## config.mk

```make
export PLATFORM = sky130hd
export DESIGN_NAME = fifo_tx_sched_flat
export DESIGN_NICKNAME = d
export VERILOG_FILES = /design/src/rtl/fifo_tx_sched_pkg.sv /design/src/rtl/fifo_tx_sched_if.sv /design/src/rtl/fifo_tx_sched_down_counter.sv /design/src/rtl/fifo_tx_sched.sv /design/src/flat_wrapper.sv
export SDC_FILE = /design/constraint.sdc
export NUM_CORES = 1
export LEC_CHECK = 0
export ABC_CLOCK_PERIOD_IN_PS = 2400
export BUFFER_PORTS_ARGS = -buffer_cell sky130_fd_sc_hd__buf_2
export CAP_MARGIN = 10
export CORE_MARGIN = 2
export CORE_UTILIZATION = 52
export CTS_BUF_LIST = sky130_fd_sc_hd__clkbuf_2
export DETAILED_ROUTE_END_ITERATION = 7
export PLACE_DENSITY = 0.77
export SLEW_MARGIN = 20
export SYNTH_ARGS = -nofsm -noshare
export SYNTH_HDL_FRONTEND = slang
export SYNTH_SLANG_ARGS = --single-unit
```

## constraint.sdc

```tcl
create_clock -name clk -period 2.4 [get_ports clk]
set_input_delay 0.12 -clock clk [delete_from_list [all_inputs] [get_ports clk]]
set_output_delay 0.12 -clock clk [all_outputs]
set_load 0.05 [all_outputs]
```

## src/rtl/fifo_tx_sched_pkg.sv

```systemverilog
// Shared types and constants for the FIFO-to-transmitter drain scheduler.
// Holds the state encoding and a counter-width helper used by the top level.
package fifo_tx_sched_pkg;

   localparam int unsigned DefDataW = 8;

   typedef enum logic [2:0] {
      StIdle   = 3'd0,
      StLoad   = 3'd1,
      StStart  = 3'd2,
      StWaitTx = 3'd3,
      StGap    = 3'd4
   } state_e;

   // Bits needed to hold values 0..max_val, never less than one.
   function automatic int unsigned cnt_width(input int unsigned max_val);
      return (max_val <= 1) ? 1 : $clog2(max_val + 1);
   endfunction

endpackage

```

## src/rtl/fifo_tx_sched_if.sv

```systemverilog
// FIFO read port and transmitter handshake bundled for the drain scheduler.
// master = scheduler side, slave = FIFO/transmitter side.
interface fifo_tx_sched_if
   import fifo_tx_sched_pkg::*;
#(
   parameter int unsigned DATA_W = DefDataW
);

   logic              fifo_empty;
   logic [DATA_W-1:0] fifo_rdata;
   logic              fifo_pop;
   logic              tx_busy;
   logic              tx_done;
   logic              tx_start;
   logic [DATA_W-1:0] tx_data;

   modport master (
      input  fifo_empty,
      input  fifo_rdata,
      input  tx_busy,
      input  tx_done,
      output fifo_pop,
      output tx_start,
      output tx_data
   );

   modport slave (
      output fifo_empty,
      output fifo_rdata,
      output tx_busy,
      output tx_done,
      input  fifo_pop,
      input  tx_start,
      input  tx_data
   );

endinterface

```

## src/rtl/fifo_tx_sched_down_counter.sv

```systemverilog
// Loadable down-counter with a registered-state zero flag.
// Decrement saturates at zero; load has priority over decrement.
module sched_down_counter #(
   parameter int unsigned W = 8
) (
   input  logic         clk,
   input  logic         rst,
   input  logic         load,
   input  logic [W-1:0] load_val,
   input  logic         dec,
   output logic         zero
);

   logic [W-1:0] count_q;

   always_ff @(posedge clk or negedge rst) begin
      if (!rst) begin
         count_q <= '0;
      end else if (load) begin
         count_q <= load_val;
      end else if (dec && (count_q != '0)) begin
         count_q <= count_q - W'(1);
      end
   end

   assign zero = (count_q == '0);

endmodule

```

## src/rtl/fifo_tx_sched.sv

```systemverilog
// Drain scheduler: pops one byte from the FIFO, launches the transmitter, waits for
// completion with a watchdog, and optionally idles for a fixed gap between bytes.
module fifo_tx_sched
   import fifo_tx_sched_pkg::*;
#(
   parameter int unsigned DATA_W         = DefDataW,
   parameter int unsigned GAP_CYCLES     = 0,
   parameter int unsigned TIMEOUT_CYCLES = 4095,
   parameter int unsigned CNT_W          = 16
) (
   input  logic             clk,
   input  logic             rst,
   input  logic             enable,
   input  logic             err_clr,
   fifo_tx_sched_if.master  bus,
   output logic             busy,
   output logic [CNT_W-1:0] sent_cnt,
   output logic             err
);

   localparam int unsigned GapW = cnt_width(GAP_CYCLES);
   localparam int unsigned ToW  = cnt_width(TIMEOUT_CYCLES);

   // Counters are loaded with N-1 so the zero flag fires on the N-th cycle.
   localparam logic [GapW-1:0] GapLoad = GapW'((GAP_CYCLES > 0) ? GAP_CYCLES - 1 : 0);
   localparam logic [ToW-1:0]  ToLoad  = ToW'((TIMEOUT_CYCLES > 0) ? TIMEOUT_CYCLES - 1 : 0);

   state_e state_q, state_d;

   logic              pop_q;
   logic              start_q;
   logic              busy_q;
   logic [DATA_W-1:0] tx_data_q;
   logic [CNT_W-1:0]  sent_q;
   logic              err_q;

   logic gap_load, gap_dec, gap_zero;
   logic to_load, to_dec, to_zero;
   logic done_hit, timeout_hit;

   sched_down_counter #(
      .W (GapW)
   ) u_gap_cnt (
      .clk      (clk),
      .rst      (rst),
      .load     (gap_load),
      .load_val (GapLoad),
      .dec      (gap_dec),
      .zero     (gap_zero)
   );

   sched_down_counter #(
      .W (ToW)
   ) u_to_cnt (
      .clk      (clk),
      .rst      (rst),
      .load     (to_load),
      .load_val (ToLoad),
      .dec      (to_dec),
      .zero     (to_zero)
   );

   always_comb begin
      state_d     = state_q;
      gap_load    = 1'b0;
      gap_dec     = 1'b0;
      to_load     = 1'b0;
      to_dec      = 1'b0;
      done_hit    = 1'b0;
      timeout_hit = 1'b0;
      unique case (state_q)
         StIdle: begin
            if (enable && !bus.fifo_empty && !bus.tx_busy) begin
               state_d = StLoad;
            end
         end
         StLoad: begin
            state_d = StStart;
         end
         StStart: begin
            to_load = 1'b1;
            state_d = StWaitTx;
         end
         StWaitTx: begin
            if (bus.tx_done) begin
               done_hit = 1'b1;
               if (GAP_CYCLES > 0) begin
                  gap_load = 1'b1;
                  state_d  = StGap;
               end else begin
                  state_d = StIdle;
               end
            end else if (to_zero) begin
               // Watchdog expired: the byte is abandoned and not counted.
               timeout_hit = 1'b1;
               state_d     = StIdle;
            end else begin
               to_dec = 1'b1;
            end
         end
         StGap: begin
            if (gap_zero) begin
               state_d = StIdle;
            end else begin
               gap_dec = 1'b1;
            end
         end
         default: begin
            state_d = StIdle;
         end
      endcase
   end

   always_ff @(posedge clk or negedge rst) begin
      if (!rst) begin
         state_q   <= StIdle;
         pop_q     <= 1'b0;
         start_q   <= 1'b0;
         busy_q    <= 1'b0;
         tx_data_q <= '0;
         sent_q    <= '0;
         err_q     <= 1'b0;
      end else begin
         state_q <= state_d;
         // Strobes are registered against the next state so they line up with it.
         pop_q   <= (state_d == StLoad);
         start_q <= (state_d == StStart);
         busy_q  <= (state_d != StIdle);
         if (state_q == StLoad) begin
            tx_data_q <= bus.fifo_rdata;
         end
         if (done_hit) begin
            sent_q <= sent_q + CNT_W'(1);
         end
         if (timeout_hit) begin
            err_q <= 1'b1;
         end else if (err_clr) begin
            err_q <= 1'b0;
         end
      end
   end

   assign bus.fifo_pop = pop_q;
   assign bus.tx_start = start_q;
   assign bus.tx_data  = tx_data_q;
   assign busy         = busy_q;
   assign sent_cnt     = sent_q;
   assign err          = err_q;

endmodule

```

## src/flat_wrapper.sv

```systemverilog
// flat-port wrapper written by rule: the top's interface ports become plain ports
module fifo_tx_sched_flat import fifo_tx_sched_pkg::*;
#(
   parameter int unsigned DATA_W         = DefDataW,
   parameter int unsigned GAP_CYCLES     = 0,
   parameter int unsigned TIMEOUT_CYCLES = 4095,
   parameter int unsigned CNT_W          = 16
)
  (clk, rst, enable, err_clr, busy, sent_cnt, err, bus_fifo_empty, bus_fifo_rdata, bus_tx_busy, bus_tx_done, bus_fifo_pop, bus_tx_start, bus_tx_data);
  fifo_tx_sched_if #(.DATA_W(DATA_W)) bus_i ();
  input  logic clk;
  input  logic rst;
  input  logic enable;
  input  logic err_clr;
  output logic busy;
  output logic [CNT_W-1:0] sent_cnt;
  output logic err;
  input wire logic [$bits(bus_i.fifo_empty)-1:0] bus_fifo_empty;
  input wire logic [$bits(bus_i.fifo_rdata)-1:0] bus_fifo_rdata;
  input wire logic [$bits(bus_i.tx_busy)-1:0] bus_tx_busy;
  input wire logic [$bits(bus_i.tx_done)-1:0] bus_tx_done;
  output wire logic [$bits(bus_i.fifo_pop)-1:0] bus_fifo_pop;
  output wire logic [$bits(bus_i.tx_start)-1:0] bus_tx_start;
  output wire logic [$bits(bus_i.tx_data)-1:0] bus_tx_data;
  assign bus_i.fifo_empty = bus_fifo_empty;
  assign bus_i.fifo_rdata = bus_fifo_rdata;
  assign bus_i.tx_busy = bus_tx_busy;
  assign bus_i.tx_done = bus_tx_done;
  assign bus_fifo_pop = bus_i.fifo_pop;
  assign bus_tx_start = bus_i.tx_start;
  assign bus_tx_data = bus_i.tx_data;
  fifo_tx_sched #(.DATA_W(DATA_W), .GAP_CYCLES(GAP_CYCLES), .TIMEOUT_CYCLES(TIMEOUT_CYCLES), .CNT_W(CNT_W)) u_core (.clk(clk), .rst(rst), .enable(enable), .err_clr(err_clr), .bus(bus_i), .busy(busy), .sent_cnt(sent_cnt), .err(err));
endmodule
```

# Word-level counts from Yosys, hierarchy flattened
# Index checks and enable logic that the tools add are counted.
# classes
mux,20
eq_ne,6
addsub,3
n_reduce_logical,12
# op_table
cell,count
2-to-1 mux 12 bit,2
adder 16 x 1 -> 16 bit (second input constant),1
one-hot mux 3 bit (5 select lines),1
2-to-1 mux 1 bit,13
logical NOT 12 bit,1
2-to-1 mux 3 bit,4
nonzero test 12 bit,1
subtractor 12 x 1 -> 12 bit (second input constant),1
== test 3 x 2 -> 1 bit (second input constant),3
== test 3 x 1 -> 1 bit (second input constant),2
logical AND 1 bit,4
nonzero test 2 bit,2
== test 3 bit (second input constant),1
logical NOT 3 bit,1
nonzero test 3 bit,1
logical NOT 1 bit,2
subtractor 1 bit (second input constant),1
# word_totals
ff_bits,44
wordCells,50
output_inout_bits,28
in_bits,15

# Depth between registers and ports, before layout
# depth
ltp_word,7
ltp_mapped,6
mapped_depth_nobuf,6

# By module
# Synthesis repeated with hierarchy kept, for this count alone.
# unflattened
cells_unflattened,204
hier_area_um2,2198.4
# modules_own_cells
module,n_inst,seq_area_each_um2,cells_per_inst,area_per_inst_um2
fifo_tx_sched,1,775.7,111,1355.0
sched_down_counter at u_core.u_to_cnt,1,300.3,89,798.3
sched_down_counter at u_core.u_gap_cnt,1,25.0,4,45.0

# Least setup slack after synthesis
# No wires, ideal clock.
# synth_timing
path_kind,register -> register
from,register u_core.u_to_cnt.count_q[0]
to,register u_core.busy_q (netlist: u_core.busy)
setup_ps,131
required_ps,2269
stages_incl_launch_ff,7
arrival_ps,1767
slack_ps,502
path_buffers,0
synth_period_minus_slack_ps,1898
path_cell_list,dfrtp_1 inv_1 ha_1 nor3b_2 a41oi_2 or3_4 or3_1
# synth_via
elab_chain_len,5
# synth_lines
item,line,text
from (decl),fifo_tx_sched_down_counter.sv:14,logic [W-1:0] count_q;
from (signal assigned),fifo_tx_sched_down_counter.sv:20,count_q <= load_val;
from (signal assigned),fifo_tx_sched_down_counter.sv:22,count_q <= count_q - W'(1);
logical NOT 12 bit,fifo_tx_sched_down_counter.sv:26,assign zero = (count_q == '0);
2-to-1 mux 3 bit,fifo_tx_sched.sv:93,end else if (to_zero) begin
2-to-1 mux 3 bit,fifo_tx_sched.sv:85,if (bus.tx_done) begin
one-hot mux 3 bit (5 select lines),fifo_tx_sched.sv:71,unique case (state_q)
named net u_core.state_d[0],fifo_tx_sched.sv:28,"state_e state_q, state_d;"
nonzero test 3 bit,fifo_tx_sched.sv:128,busy_q <= (state_d != StIdle);
to (signal assigned),fifo_tx_sched.sv:128,
to (decl),fifo_tx_sched.sv:32,logic busy_q;
# The timed path passes the listed nets, and every way through them passes these cells.
# A chain may end at the register's enable or synchronous reset.

# Final worst setup path
# Same ends and word-level chain as after synthesis.

==> qor.yml <==
vias_per_cell: 5.45
cts_tree: "built"
die_area_sq_um: 4350
finalNetCount: 247
ys_seq_area_frac: 0.551
grt_pass1_wl_um: 6550
die_h_um: 66.0
clock_path_buffers: 2
area_growth_pct: 22.1
synth_cell_types: 43
io_buffers: 42
gp_congestion: 0.876
antenna_found_initial: 0
synth_compound_area_frac: 0.0664
coreArea_sq_um: 3690
numCtsBuffers: 5
dieWidth_um: 66.0
wl_um: 3950
grt_setup_unrepaired: "false"
remaining_drc_errors: 0
crit_path_cell_trace: "inv_1, ha_1, nor3b_2, a41oi_2, or3_4, or3_1"
grt_pass1_vias: 1423
fin_crit_ns: 2.14
ys_ff_latch: 44
crit_type: "reg -> reg"
hp-class: "in -> reg"
wire_per_inst_um: 14.2
clkSinkCount: 44
max_freq_ghz: 0.468
diodes: 0
crit_fanout: 5
p_seq_frac: 0.422
dp_hpwl_um: 2650
p_sw_mw: 1.03
layout-drive-gt1-share: 0.290
slew_violations: 0
async_reset_ff_frac: 1.00
vdd_drop_max_v: 0.000582
layout_commonest_cell: "dfrtp_1"
pin_count: 43
critPathLaunchType: "flop"
critical_path.slowest_cell: "dfrtp_1"
slowest_delay_ns: 0.46
synth_top_family_by_area: "simple AND/OR/NAND/NOR gates"
crit_buf_inv: 1
p_sw_frac: 0.429
htree_levels: 2
clkLatencyLatePin_ns: 0.41
yosys.area_share.simple: 0.224
instances_no_fill: 279
comb_power_share: 0.408
final_cell_mix: "dfrtp_1, buf_2, xnor2_1, nand2_1"
p_leak_nw: 1.12
grt_util_all_layers: 0.203
slew_headroom: 0.372
placed_cells: 260
worstMarginPinSlew_ns: 0.942
drtAntennaViolNets: 0
firstDrtPassIters: 4
finalHoldViolCount: 0
syn_avg_cell_area_sq_um: 11.6
setup_viol: 0
placed_area_sq_um: 2260
tns_ns: 0
fin_skew_ns: 0.0180
synth_top_flop_cell: "dfrtp_1"
timing.final.crit_share: 0.891
drt_iter0_drc: 111
crit_family: "simple AND/OR/NAND/NOR gates"
powerDensity_nw_per_um2: 986
max-cap-violations: 0
synth-xor-area-share: 0.0745
syn_nets: 189
outcome: "complete, no violations"
postCtsSetupRepairBufs: 0
ys_warn_count: 0
fin_area_sq_um: 2440
critPathArrivalTime_ns: 2.44
overflow: 0
grt_max_degree: 45
core.rowCount: 22
p_clk_frac: 0.170
worstSetupEndpointType: "flop"
synthAdderAreaFrac: 0.0125
floorplan.initialDensity: 0.542
cts.clk_slew.worst_paths_ns: 0.20
synthMuxAreaShare: 0.0551
root_buffer: "clkbuf_2"
netlist_area_sq_um: 2000
vias: 1520
synthCells: 172
crit_required_ns: 2.70
power.internal_mw: 1.37
synth_edf_count: 0
## kinds of logic after synthesis
kind of cell,count (synthesis)
compound gates,18
xor+xnor,17
fa+ha+maj,2
buf+inv,9
flops,44
mux,10
simple gates,72
## layout make-up
| cell class | count | area [sq um] |
|---|---|---|
| fill | 295 | 1250 |
| sequential | 44 | 1100 |
| multi-input combinational | 119 | 863 |
| timing repair buffer | 54 | 328 |
| tap | 48 | 60.1 |
| clock inverter | 2 | 35.0 |
| clock buffer | 6 | 30.0 |
| inverter | 6 | 22.5 |
## state kept, by name (all words and copies together) (netlist names)
| name | count |
|---|---|
| u_core.busy | 1 |
| u_core.u_to_cnt.count_q | 12 |
| u_core.err | 1 |
| u_core.bus.tx_start | 1 |
| u_core.state_q | 3 |
| u_core.sent_cnt | 16 |
| u_core.bus.fifo_pop | 1 |
| u_core.bus.tx_data | 8 |
| u_core.u_gap_cnt.count_q | 1 |
## cells in the mapped netlist, types with 2 or more instances
| library cell | instances | area share |
|---|---|---|
| o31ai_1 | 3 | 0.011 |
| nor2_1 | 10 | 0.019 |
| or4_1 | 2 | 0.0075 |
| nor2b_1 | 3 | 0.0094 |
| and4_1 | 2 | 0.0088 |
| xor2_1 | 5 | 0.022 |
| nor4_1 | 4 | 0.013 |
| and3_1 | 3 | 0.0094 |
| ha_1 | 2 | 0.013 |
| and4b_1 | 2 | 0.010 |
| o21ai_0 | 3 | 0.0075 |
| xnor2_1 | 12 | 0.053 |
| or3_1 | 3 | 0.0094 |
| inv_1 | 6 | 0.011 |
| nor3_1 | 5 | 0.013 |
| clkbuf_1 | 3 | 0.0056 |
| mux2i_1 | 2 | 0.010 |
| dfrtp_1 | 44 | 0.55 |
| mux2_2 | 8 | 0.045 |
| nand3_1 | 11 | 0.028 |
| nand2_1 | 12 | 0.023 |
| nand4_1 | 4 | 0.013 |
| a21oi_1 | 3 | 0.0075 |
## path summary, 6_finish.rpt
| check | start | endpoint | slack (ns) | cells after the start |
|---|---|---|---|---|
| min | bus_tx_busy | u_core.bus.fifo_pop | 0.05 | 3 |
| max reg2reg | u_core.u_to_cnt.count_q[0] | u_core.busy | 0.26 | 6 |
| min in group asynchronous | rst | u_core.sent_cnt[9] | 0.35 | 2 |
| max in group asynchronous | rst | u_core.state_q[2] | 1.46 | 2 |
| max | u_core.u_to_cnt.count_q[0] | u_core.busy | 0.26 | 6 |
| min reg2reg | u_core.sent_cnt[15] | u_core.sent_cnt[15] | 0.48 | 1 |
## power groups by stage
stage / clock [mW] / combinational [mW] / sequential [mW]
after floorplan: 0 / 0.334 / 1.42
after global placement: 0 / 0.949 / 1.02
after detailed placement: 0 / 0.963 / 1.03
after CTS: 0.420 / 0.979 / 1.01
after global routing: 0.447 / 1.04 / 1.04
final: 0.409 / 0.982 / 1.02
## layer usage
metal  vias up  GRT usage  share of wire
li1        742          -              -
met1       717      0.251           0.44
met2        51      0.336           0.48
met3        10     0.0426          0.052
met4         0      0.102          0.025
met5         -          0              0
## what timing repair did
action                     in CTS  in global routing
hold buffers                   11                  0
setup endpoints to repair       0                  0
hold endpoints to repair       54                  0
resized for setup               0                  0
## tightest hold or removal path, cell delays in order
cell and delay (ns):
buf_2 0.07, nor2_1 0.03, and4b_1 0.21
## stage by stage
step                 util  hold slack (ns)  power, mW  worst slack, ns
floorplan               -           -0.176       1.75            0.502
global placement    0.614            0.314       1.97            0.424
detailed placement  0.614            0.310       1.99            0.361
CTS                 0.661           0.0292       2.41            0.277
global route        0.661           0.0181       2.53            0.102
finish              0.661           0.0531       2.41            0.263
(Power assumes the default switching activity.)
